$ cat src/rtl/instr_fetch_unit.sv
// rtl/instr_fetch_unit.sv - RV32 fetch stage: PC, imem request, instruction buffer toward decode
// Redirect flushes the buffer and restarts fetch at the target.
module instr_fetch_unit #(
    parameter logic [31:0] RESET_PC = 32'h0000_0000,
    parameter int unsigned DEPTH    = 2
) (
    input  logic        clk_i,
    input  logic        rst_ni,
    output logic [31:0] imem_addr_o,
    input  logic [31:0] imem_instr_i,
    input  logic        redirect_valid_i,
    input  logic [31:0] redirect_pc_i,
    output logic        id_valid_o,
    input  logic        id_ready_i,
    output logic [31:0] id_instr_o,
    output logic [31:0] id_pc_o
);
    localparam int unsigned PTR_W = $clog2(DEPTH);
    localparam logic [PTR_W:0] FULL = (PTR_W + 1)'(DEPTH);
    localparam logic [31:0] NOP = 32'h0000_0013;

    logic [31:0]      pc_q, pc_d;
    logic [31:0]      buf_pc_q    [DEPTH];
    logic [31:0]      buf_instr_q [DEPTH];
    logic [PTR_W-1:0] rd_ptr_q, rd_ptr_d;
    logic [PTR_W-1:0] wr_ptr_q, wr_ptr_d;
    logic [PTR_W:0]   count_q, count_d;
    logic             push, pop;

    assign imem_addr_o = pc_q;
    assign id_valid_o  = (count_q != '0) & ~redirect_valid_i;
    assign id_instr_o  = buf_instr_q[rd_ptr_q];
    assign id_pc_o     = buf_pc_q[rd_ptr_q];

    assign pop  = id_valid_o & id_ready_i;
    assign push = ~redirect_valid_i & ((count_q != FULL) | pop);

    always_comb begin
        pc_d     = pc_q;
        rd_ptr_d = rd_ptr_q;
        wr_ptr_d = wr_ptr_q;
        count_d  = count_q;
        if (redirect_valid_i) begin
            // Masking keeps the whole target bus in use; low bits are forced to zero.
            pc_d     = redirect_pc_i & 32'hFFFF_FFFC;
            rd_ptr_d = wr_ptr_q;
            count_d  = '0;
        end else begin
            if (push) begin
                pc_d     = pc_q + 32'd4;
                wr_ptr_d = wr_ptr_q + PTR_W'(1);
            end
            if (pop) begin
                rd_ptr_d = rd_ptr_q + PTR_W'(1);
            end
            case ({push, pop})
                2'b10:   count_d = count_q + (PTR_W + 1)'(1);
                2'b01:   count_d = count_q - (PTR_W + 1)'(1);
                default: count_d = count_q;
            endcase
        end
    end

    always_ff @(posedge clk_i or negedge rst_ni) begin
        if (!rst_ni) begin
            pc_q     <= RESET_PC;
            rd_ptr_q <= '0;
            wr_ptr_q <= '0;
            count_q  <= '0;
            for (int i = 0; i < int'(DEPTH); i++) begin
                buf_pc_q[i]    <= 32'h0;
                buf_instr_q[i] <= NOP;
            end
        end else begin
            pc_q     <= pc_d;
            rd_ptr_q <= rd_ptr_d;
            wr_ptr_q <= wr_ptr_d;
            count_q  <= count_d;
            if (push) begin
                buf_pc_q[wr_ptr_q]    <= pc_q;
                buf_instr_q[wr_ptr_q] <= imem_instr_i;
            end
        end
    end
endmodule

$ cat config.mk
export PLATFORM = sky130hd
export DESIGN_NAME = instr_fetch_unit
export DESIGN_NICKNAME = d
export VERILOG_FILES = /design/src/rtl/instr_fetch_unit.sv
export SDC_FILE = /design/constraint.sdc
export NUM_CORES = 1
export LEC_CHECK = 0
export ABC_AREA = 1
export ABC_CLOCK_PERIOD_IN_PS = 2780
export CORE_MARGIN = 2
export CORE_UTILIZATION = 45
export DETAILED_ROUTE_END_ITERATION = 8
export GPL_ROUTABILITY_DRIVEN = 0
export PLACE_DENSITY_LB_ADDON = 0.08
export SYNTH_ARGS = -nofsm -noshare
export SYNTH_HDL_FRONTEND = slang
export SYNTH_SLANG_ARGS = --single-unit
$ cat constraint.sdc
create_clock -name clk_i -period 2.78 [get_ports clk_i]
set_input_delay 0.556 -clock clk_i [delete_from_list [all_inputs] [get_ports clk_i]]
set_output_delay 0.556 -clock clk_i [all_outputs]
set_load 0.02 [all_outputs]
==> results.py <==
metrics = {
    "status": {
        "status": "complete, no violations",
    },
    "clocking": {
        "htreeDepth": 4,
        "cts-root-buf": "clkbuf_16",
        "worstSkewPairLatency_ns": 0.42,
        "clk_pin_slew_ns": 0.06,
        "clockBufferDepth": 2,
        "cts_buffers": 17,
        "cts_tree": "done",
        "hold_buffers": 0,
        "clock-sinks": 158,
        "cts_repair_resize_count": 0,
        "cts_setup_buffers": 0,
    },
    "timing": {
        "finalSetupViolCount": 0,
        "hold_ws_ns": 0.05814,
        "maxSlewViolCount": 0,
        "hold_viol": 0,
        "rsz0062_at_grt": "no",
        "max_freq_mhz": 379.3,
        "tightest_slew_ns": 0.6078,
        "fin_crit_sh": 0.9483,
        "tns_ns": 0,
        "fin_skew_ns": 0.007860,
        "relSlewSlack": 0.5933,
        "min_period_ns": 2.636,
    },
    "yosys": {
        "synth_top_cell_area_share": 0.4958,
        "yosys-top-cells-count": "nand2_1, dfrtp_1, o21ai_0",
        "ys_ff_latch": 158,
        "synthArstFlopShare": 1.000,
        "syn-cell-area_um2": 7671,
        "postSynthCellCount": 903,
        "synth_edf_count": 0,
        "yosys_warnings": 0,
        "yosys.area.top_type": "dfrtp_1",
        "syn_area_per_cell_um2": 8.495,
        "netlist_top_cells_area": "dfrtp_1, nand2_1, mux2_2, o21ai_0, o21ai_1",
        "ys_seq_area_frac": 0.5164,
        "synthFlopType": "dfrtp_1",
        "yosysMostFrequentCell": "nand2_1",
        "synth_cell_types": 31,
    },
    "pwr": {
        "swShare": 0.3297,
        "p_seq_frac": 0.380,
        "p_sw_mw": 2.919,
        "powerDensity_nw_per_um2": 880.4,
        "ir_worst_vdd_mv": 0.5312,
        "p_clk_frac": 0.269,
        "p_leak_nw": 4.627,
        "combPwrFrac": 0.352,
        "internal-power_mw": 5.936,
    },
    "routing": {
        "firstDrtPassIters": 5,
        "drc": 0,
        "drt-vias-per-instance": 4.964,
        "drt_iter0_markers": 341,
        "vias": 6389,
        "drt_wl_total_mm": 18.87,
        "ant_nets": 0,
        "wire_per_inst_um": 14.66,
    },
    "grt": {
        "grt_max_degree": 89,
        "grt_usage": 0.2208,
        "grt_pass1_vias": 6247,
        "grt_pass1_wl_mm": 31.45,
        "antenna_found_initial": 0,
        "grt.overflow.total": 0,
    },
    "job": {
        "drv_cap": 0,
    },
    "worst_setup_path": {
        "start_kind": "flip-flop",
        "cp_data_required_time_ns": 2.22,
        "slowest_stage": "clkdlybuf4s50_1",
        "critPathMaxFanout": 23,
        "end_kind": "output port",
        "worstReg2RegStart": "imem_addr_o[2]$_DFFE_PN0P_",
        "criticalPathCategory": "reg -> out",
        "reg2reg_slack_ns": 0.68,
        "max_stage_delay_ns": 0.58,
        "crit_arrival_ns": 2.08,
        "r2r-end": "imem_addr_o[16]$_DFFE_PN0P_",
        "reg2reg_depth": 7,
        "path_cells": "buf_4 > mux2_2 > clkdlybuf4s50_1",
    },
    "cells_and_area": {
        "layout.nets": 1123,
        "drive_above_1_share": 0.1237,
        "instances_no_fill": 1287,
        "diodes": 0,
        "syn_to_final_growth_pct": 31.10,
    },
    "floorplanning": {
        "io-pin-count": 165,
        "initial_core_util": 0.4609,
        "coreArea_um2": 16640,
        "die_x_um": 134.6,
        "rows": 47,
        "die_h_um": 134.6,
        "die_area_um2": 18110,
    },
    "place": {
        "port_buffers": 158,
        "detailed_place_hpwl_mm": 13.23,
        "place_inst": 1255,
    },
    "min_path": {
        "holdCritPathClass": "in -> async",
    },
}
-- worst max-delay path by stage --
stage	startpoint	to	slack [ns]	cells past startpoint
global placement	id_ready_i	buf_pc_q[62]$_DFFE_PN0P_	0.40	8
floorplan	rd_ptr_q$_DFFE_PN0P_	id_pc_o[22]	0.87	3
global route	rd_ptr_q$_DFFE_PN0P_	id_pc_o[20]	0.08	3
detailed placement	redirect_valid_i	buf_pc_q[52]$_DFFE_PN0P_	0.38	9
finish	rd_ptr_q$_DFFE_PN0P_	id_pc_o[16]	0.14	3
CTS	rd_ptr_q$_DFFE_PN0P_	id_pc_o[16]	0.12	3
-- through the flow --
step | cell area, µm² | utilization | power, mW | setup WS, ns
after floorplan | 7682 | - | 5.199 | 0.8682
after global placement | 9450 | 0.5679 | 6.497 | 0.3999
after detailed placement | 9450 | 0.5679 | 6.540 | 0.3806
after CTS | 10060 | 0.6043 | 8.953 | 0.1156
after global routing | 10060 | 0.6043 | 9.399 | 0.07647
final | 10060 | 0.6043 | 8.855 | 0.1437
-- layout by cell type, fill, tap and decap left out, types with 3 or more instances in the layout --
| cell type | count |
|---|---|
| bufinv_16 | 3 |
| clkbuf_16 | 17 |
| clkdlybuf4s50_1 | 157 |
| nor2_1 | 64 |
| dfstp_2 | 6 |
| buf_4 | 13 |
| o21ai_0 | 76 |
| o21ai_1 | 56 |
| mux2_2 | 62 |
| o21ai_2 | 3 |
| dfrtp_1 | 151 |
| inv_1 | 73 |
| nand3_1 | 43 |
| clkinvlp_4 | 5 |
| nand2_1 | 282 |
| conb_1 | 4 |
| buf_12 | 4 |
| nor3_1 | 4 |
| a21oi_1 | 10 |
| xor2_1 | 7 |
| inv_2 | 4 |
-- routing by layer --
| layer | track usage | vias up | wire, µm |
|---|---|---|---|
| li1 | - | 3200 | - |
| met1 | 0.3086 | 2958 | 8813 |
| met2 | 0.3484 | 202 | 8633 |
| met3 | 0.04129 | 29 | 1039 |
| met4 | 0.07485 | 0 | 381 |
| met5 | 0 | - | 0 |
-- area by class of cell --
cell class,instances,area [µm²]
Clock buffer,19,442.9
Clock inverter,13,163.9
Sequential cell,158,3963
Fill cell,1533,6585
Inverter,78,292.8
Multi-Input combinational cell,624,3159
Timing Repair Buffer,175,1760
Tap cell,220,275.3
-- state kept, by name, summed over array words and instances, names as in the netlist --
signal,cells
wr_ptr_q,1
count_q,2
buf_pc_q,60
rd_ptr_q,1
imem_addr_o,30
buf_instr_q,64
-- logic make-up (layout without fill, tap and decap cells) --
| kind of cell | count (synthesis) | count (layout) | synth area share |
|---|---|---|---|
| adder cells (fa/ha/maj) | 1 | 1 | 0.001631 |
| other | 1 | 4 | 0.0004888 |
| XOR/XNOR | 7 | 7 | 0.007992 |
| flip-flops | 158 | 158 | 0.5164 |
| buffers and inverters | 124 | 285 | 0.07421 |
| AND/OR/NAND/NOR | 400 | 400 | 0.2078 |
| AO/OA/AOI/OAI | 150 | 150 | 0.1005 |
| multiplexers | 62 | 62 | 0.09101 |
-- power groups by stage --
stage                     logic, mW  registers [mW]  clock network (mW)
after floorplan                1.85            3.35                   0
after global placement         3.12            3.38                   0
after detailed placement       3.14            3.40                   0
after CTS                      3.16            3.36                2.43
after global routing           3.41            3.46                2.53
final                          3.12            3.36                2.38
-- critical path: cells and delay by family, from the launching register on --
family | cells | cell delay, ns
buffers and inverters | 2 | 0.91
DFF | 1 | 0.36
muxes | 1 | 0.38
(Power assumes the default switching activity.)
==> RTL edit 1 (same settings) <==
`DEPTH`: 2 -> 4.
--- a/src/rtl/instr_fetch_unit.sv
+++ b/src/rtl/instr_fetch_unit.sv
@@ -2,7 +2,7 @@
 // Redirect flushes the buffer and restarts fetch at the target.
 module instr_fetch_unit #(
     parameter logic [31:0] RESET_PC = 32'h0000_0000,
-    parameter int unsigned DEPTH    = 2
+    parameter int unsigned DEPTH    = 4
 ) (
     input  logic        clk_i,
     input  logic        rst_ni,
Behaviour: not the same (a bounded check fails within 4 cycles, from zero or initial values and one cycle with rst_ni low).
==> RTL edit 1 against the original RTL <==
Clock skew up 0.0060 ns. Worst hold slack better by 0.011 ns. Power up 120%. Final area up 61%. Maximum frequency down 0.71%. Setup slack worse by 0.019 ns. Via count up 75%. Routed wire length up 85%. Synthesized cell count up 75%. Area after synthesis up 72%. Sequential cell count up 127. Critical path type unchanged. Largest cell class unchanged.
==> RTL edit 1: results (changes against the original RTL) <==
Global routing
  – First-pass GRT wire length: 57900 um (+84%)
  – GR Util All Layers: 23.3% (+1.2 points)

Finish
  – Fillers: 2702 (+76%)
  – Max FFs per register: 128 (+100%)
  – Nets: 1783 (+59%)

Routing
  – Total number of vias: 11200 (+75%)
  – Iter 0 DRT Violations: 775 (+130%)
  – DRT Pass-1 Iters: 6 (+1)
  – Vias per cell: 5.28 (+6.4%)
  – Final wirelength: 34900 um (+85%)

Yosys
  – Compound-gate portion of the synthesized area: 19.3% (+9.3 points)
  – Most frequent cells after synthesis: nand2_1, dfrtp_1, o21ai_0
  – Post-synthesis sequential area ratio: 54.0% (+2.4 points)
  – Top cells by area, synth: dfrtp_1, nand2_1, o21ai_0, o21ai_1, nor2_1
  – Post-synthesis mux area share: 0% (-9.1 points)
  – Post-Synth Adder-Cell Area: 0.624% (+0.46 points)
  – Cells after Synth: 1582 (+75%)

Clocking
  – Clk Latency, worst-skew pair: 0.51 ns (+0.09 ns)
  – CTS H-tree depth: 2 (-2)

Placed design
  – HPWL Detailed: 21700 um (+64%)
  – Cell count after placement: 2057 (+64%)

Outcome
  – Status: finished clean

Worst setup path
  – Critical Path Fanout Max: 19 (-17%)
  – Critical Path AT: 2.10 ns (+0.02 ns)

Timing
  – Worst-Margin Slew: 0.678 ns (+0.0700 ns)
  – Final Skew: 0.0139 ns (+0.00604 ns)
## RTL edit 1: changes by cell type in the layout (fill, tap and decap cells not counted), sizes merged, moves of 7 or more
cell | unedited run | this run
o21ai | 135 | 389
nand3 | 44 | 27
o22ai | 1 | 62
nor2 | 64 | 176
buf | 18 | 35
clkbuf | 19 | 51
dfrtp | 152 | 273
clkdlybuf4s50 | 157 | 95
nand2 | 286 | 414
a21oi | 10 | 3
dlygate4sd2 | 0 | 61
a22oi | 0 | 23
mux2 | 62 | 0
## RTL edit 1: cells by family after synthesis
group | after synthesis
AND/OR/NAND/NOR | 618
flip-flops | 285
AO/OA/AOI/OAI | 480
buffers and inverters | 181
adder cells (fa/ha/maj) | 6
other | 1
XOR/XNOR | 11
## RTL edit 1: critical path, stage by stage, from the launching register on
cell and delay, ns:
dfrtp_4 0.51, clkinv_2 0.13, buf_4 0.25, o21ai_0 0.12, o22ai_1 0.21, dlygate4sd2_1 0.37
## RTL edit 1: power by group
| group | switching (uW) | internal, uW | total, uW |
|---|---|---|---|
| Combinational | 5040 | 3020 | 8050 |
| Clock | 1700 | 2710 | 4410 |
| Sequential | 982 | 5940 | 6920 |
## RTL edit 1: cell type report
cell class | instances | area share [%]
sequential | 285 | 44.1
multi-input combinational | 1120 | 31.8
timing repair buffer | 192 | 12.5
clock buffer | 50 | 6.26
tap | 384 | 2.96
inverter | 76 | 1.81
clock inverter | 9 | 0.609
## RTL edit 1: final timing paths
kind                                        startpoint                           to  slack [ns]  depth (start not counted)
setup / recovery               rd_ptr_q[0]$_DFFE_PN0P_                  id_pc_o[21]        0.12                          5
hold / removal                                  rst_ni   buf_instr_q[9]$_DFFE_PN0P_        0.07                          1
setup reg to reg            imem_addr_o[2]$_DFFE_PN0N_  imem_addr_o[27]$_DFFE_PN0N_        0.69                          9
hold reg to reg            buf_instr_q[64]$_DFFE_PN1P_  buf_instr_q[64]$_DFFE_PN1P_        0.47                          2
max in group asynchronous                       rst_ni  buf_instr_q[33]$_DFFE_PN1P_        1.95                          2
min in group clk_i         buf_instr_q[64]$_DFFE_PN1P_  buf_instr_q[64]$_DFFE_PN1P_        0.47                          2
## RTL edit 1: what timing repair did
action                                  in CTS  in global routing
endpoints found under the setup margin      62                  2
hold buffers                                 0                  0
resized for setup                           65                  3
buffers inserted                             0                  0
## RTL edit 1: per-layer routing
layer	wire, um	vias up	GRT usage, %
li1	-	5508	-
met1	16200	5288	32.8
met2	15800	324	37.3
met3	2040	53	4.00
met4	869	0	6.71
met5	0	-	0
## RTL edit 1: stage by stage
step	total power (uW)	area (sq um)
after floorplan	12200	13200
after CTS	19600	16200
final	19400	16200
after global placement	15500	15200
after detailed placement	15600	15200
after global routing	20900	16200
==> RTL edit 2 (same flow settings) <==
Made on the original files. Make the reset (`rst_ni`) synchronous in one clocked block.
--- a/src/rtl/instr_fetch_unit.sv
+++ b/src/rtl/instr_fetch_unit.sv
@@ -61,7 +61,7 @@
         end
     end
 
-    always_ff @(posedge clk_i or negedge rst_ni) begin
+    always_ff @(posedge clk_i) begin
         if (!rst_ni) begin
             pc_q     <= RESET_PC;
             rd_ptr_q <= '0;
Check against the original RTL: differs if rst_ni is asserted again (counterexample within 4 cycles, from zero or initial values and one cycle with rst_ni low); with rst_ni held inactive, the same outputs for 4 cycles.
==> RTL edit 2 against the original RTL <==
Global-route usage decreased by 0.42 points. Setup slack lost 0.0067 ns. Area after synthesis shrank 1.1%. Register-to-register slack improved by 0.20 ns. First-iteration DRC count fell by 1.2%. Final area shrank 0.42%. Maximum frequency shrank 0.25%. Routed wire length shrank 0.85%. Sequential cell count increased by 1. Highest routed layer unchanged.
Power is not compared: it rests on default switching activity, and its combinational part moved more than twofold at a synthesized area within 25%.
==> RTL edit 2: results (changes against the original RTL) <==
Routing
  – Vias per cell: 5.05 (+1.8%)
  – M1 WL: 8080 um (-8.3%)
  – DRT Pass-1 Iters: 4 (-1)
  – Iter 0 DRT Violations: 337 (-1.2%)

Global routing
  – Met3 track demand over resource: 5.06% (+0.94 points)
  – GR Util All Layers: 21.7% (-0.42 points)
  – First-pass GRT wire length: 29900 um (-4.8%)
  – Largest net degree at the start of global routing: 63 (-29%)

Yosys
  – Cells after Synth: 778 (-14%)
  – Ys async rst share: 0% (-100 points)
  – Top cells by area, synth: edfxtp_1, dfxtp_1, mux2_2, nor2_1, nand2_1
  – Post-synthesis mux area share: 9.20% (+0.10 points)
  – Post-synthesis sequential area ratio: 58.3% (+6.7 points)
  – Post-Synth Adder-Cell Area: 0.330% (+0.17 points)
  – Most frequent cells after synthesis: nor2_1, nand2_1, edfxtp_1
  – Xor/xnor cell area share of the yosys netlist: 0.693% (-0.11 points)

Finish
  – Signal inverters: 104 (+33%)
  – Non-clock buffer share of cell area: 17.4% (-0.088 points)
  – CLK BUF: 20 (+1)
  – Clock network share of area: 6.15% (+0.11 points)
  – FF/Latch Area: 4430 sq um (+12%)
  – Share of layout cells above drive strength 1: 13.3% (+0.91 points)
  – Fillers: 1368 (-11%)
  – Multi-input combinational gate total: 481 (-23%)

Clocking
  – Sink Count: 159 (+0.63%)

Worst setup path
  – Critical Path Fanout Max: 28 (+22%)
  – Slowest cell delay on critical path: 0.54 ns (-0.04 ns)

Placed design
  – Cell count after placement: 1137 (-9.4%)
  – Post-DP Area: 9400 sq um (-0.54%)
  – Pre-CTS setup slack: 0.216 ns (-0.164 ns)
  – HPWL Detailed: 12400 um (-6.4%)

Outcome
  – Status: finished clean
RTL edit 2: changes by cell type after synthesis, moves of 13 or more:
cell,change
buf_2,+13
dfrtp_1,-152
dfxtp_1,+35
edfxtp_1,+124
inv_1,+25
nand2_1,-151
nor2_1,+87
o21ai_0,-54
o21ai_1,-56
RTL edit 2: worst paths after layout:
path / start / to / slack [ns] / depth (start not counted)
worst max-delay path: register / id_pc_o[21] / 0.14 / 3
worst min-delay path: imem_addr_o[31]$_SDFFE_PN0P_ / imem_addr_o[31]$_SDFFE_PN0P_ / 0.50 / 2
worst max register to register: count_q[1]$_SDFFE_PP0P_ / buf_pc_q[0][8]$_SDFFCE_PN0P_ / 0.88 / 6
worst min register to register: imem_addr_o[31]$_SDFFE_PN0P_ / imem_addr_o[31]$_SDFFE_PN0P_ / 0.50 / 2
RTL edit 2: worst max-delay path: cells and delay by family (launching register included):
family / cells / cell delay [ns]
multiplexers: 1 / 0.36
flip-flops: 1 / 0.50
buffers and inverters: 2 / 0.78
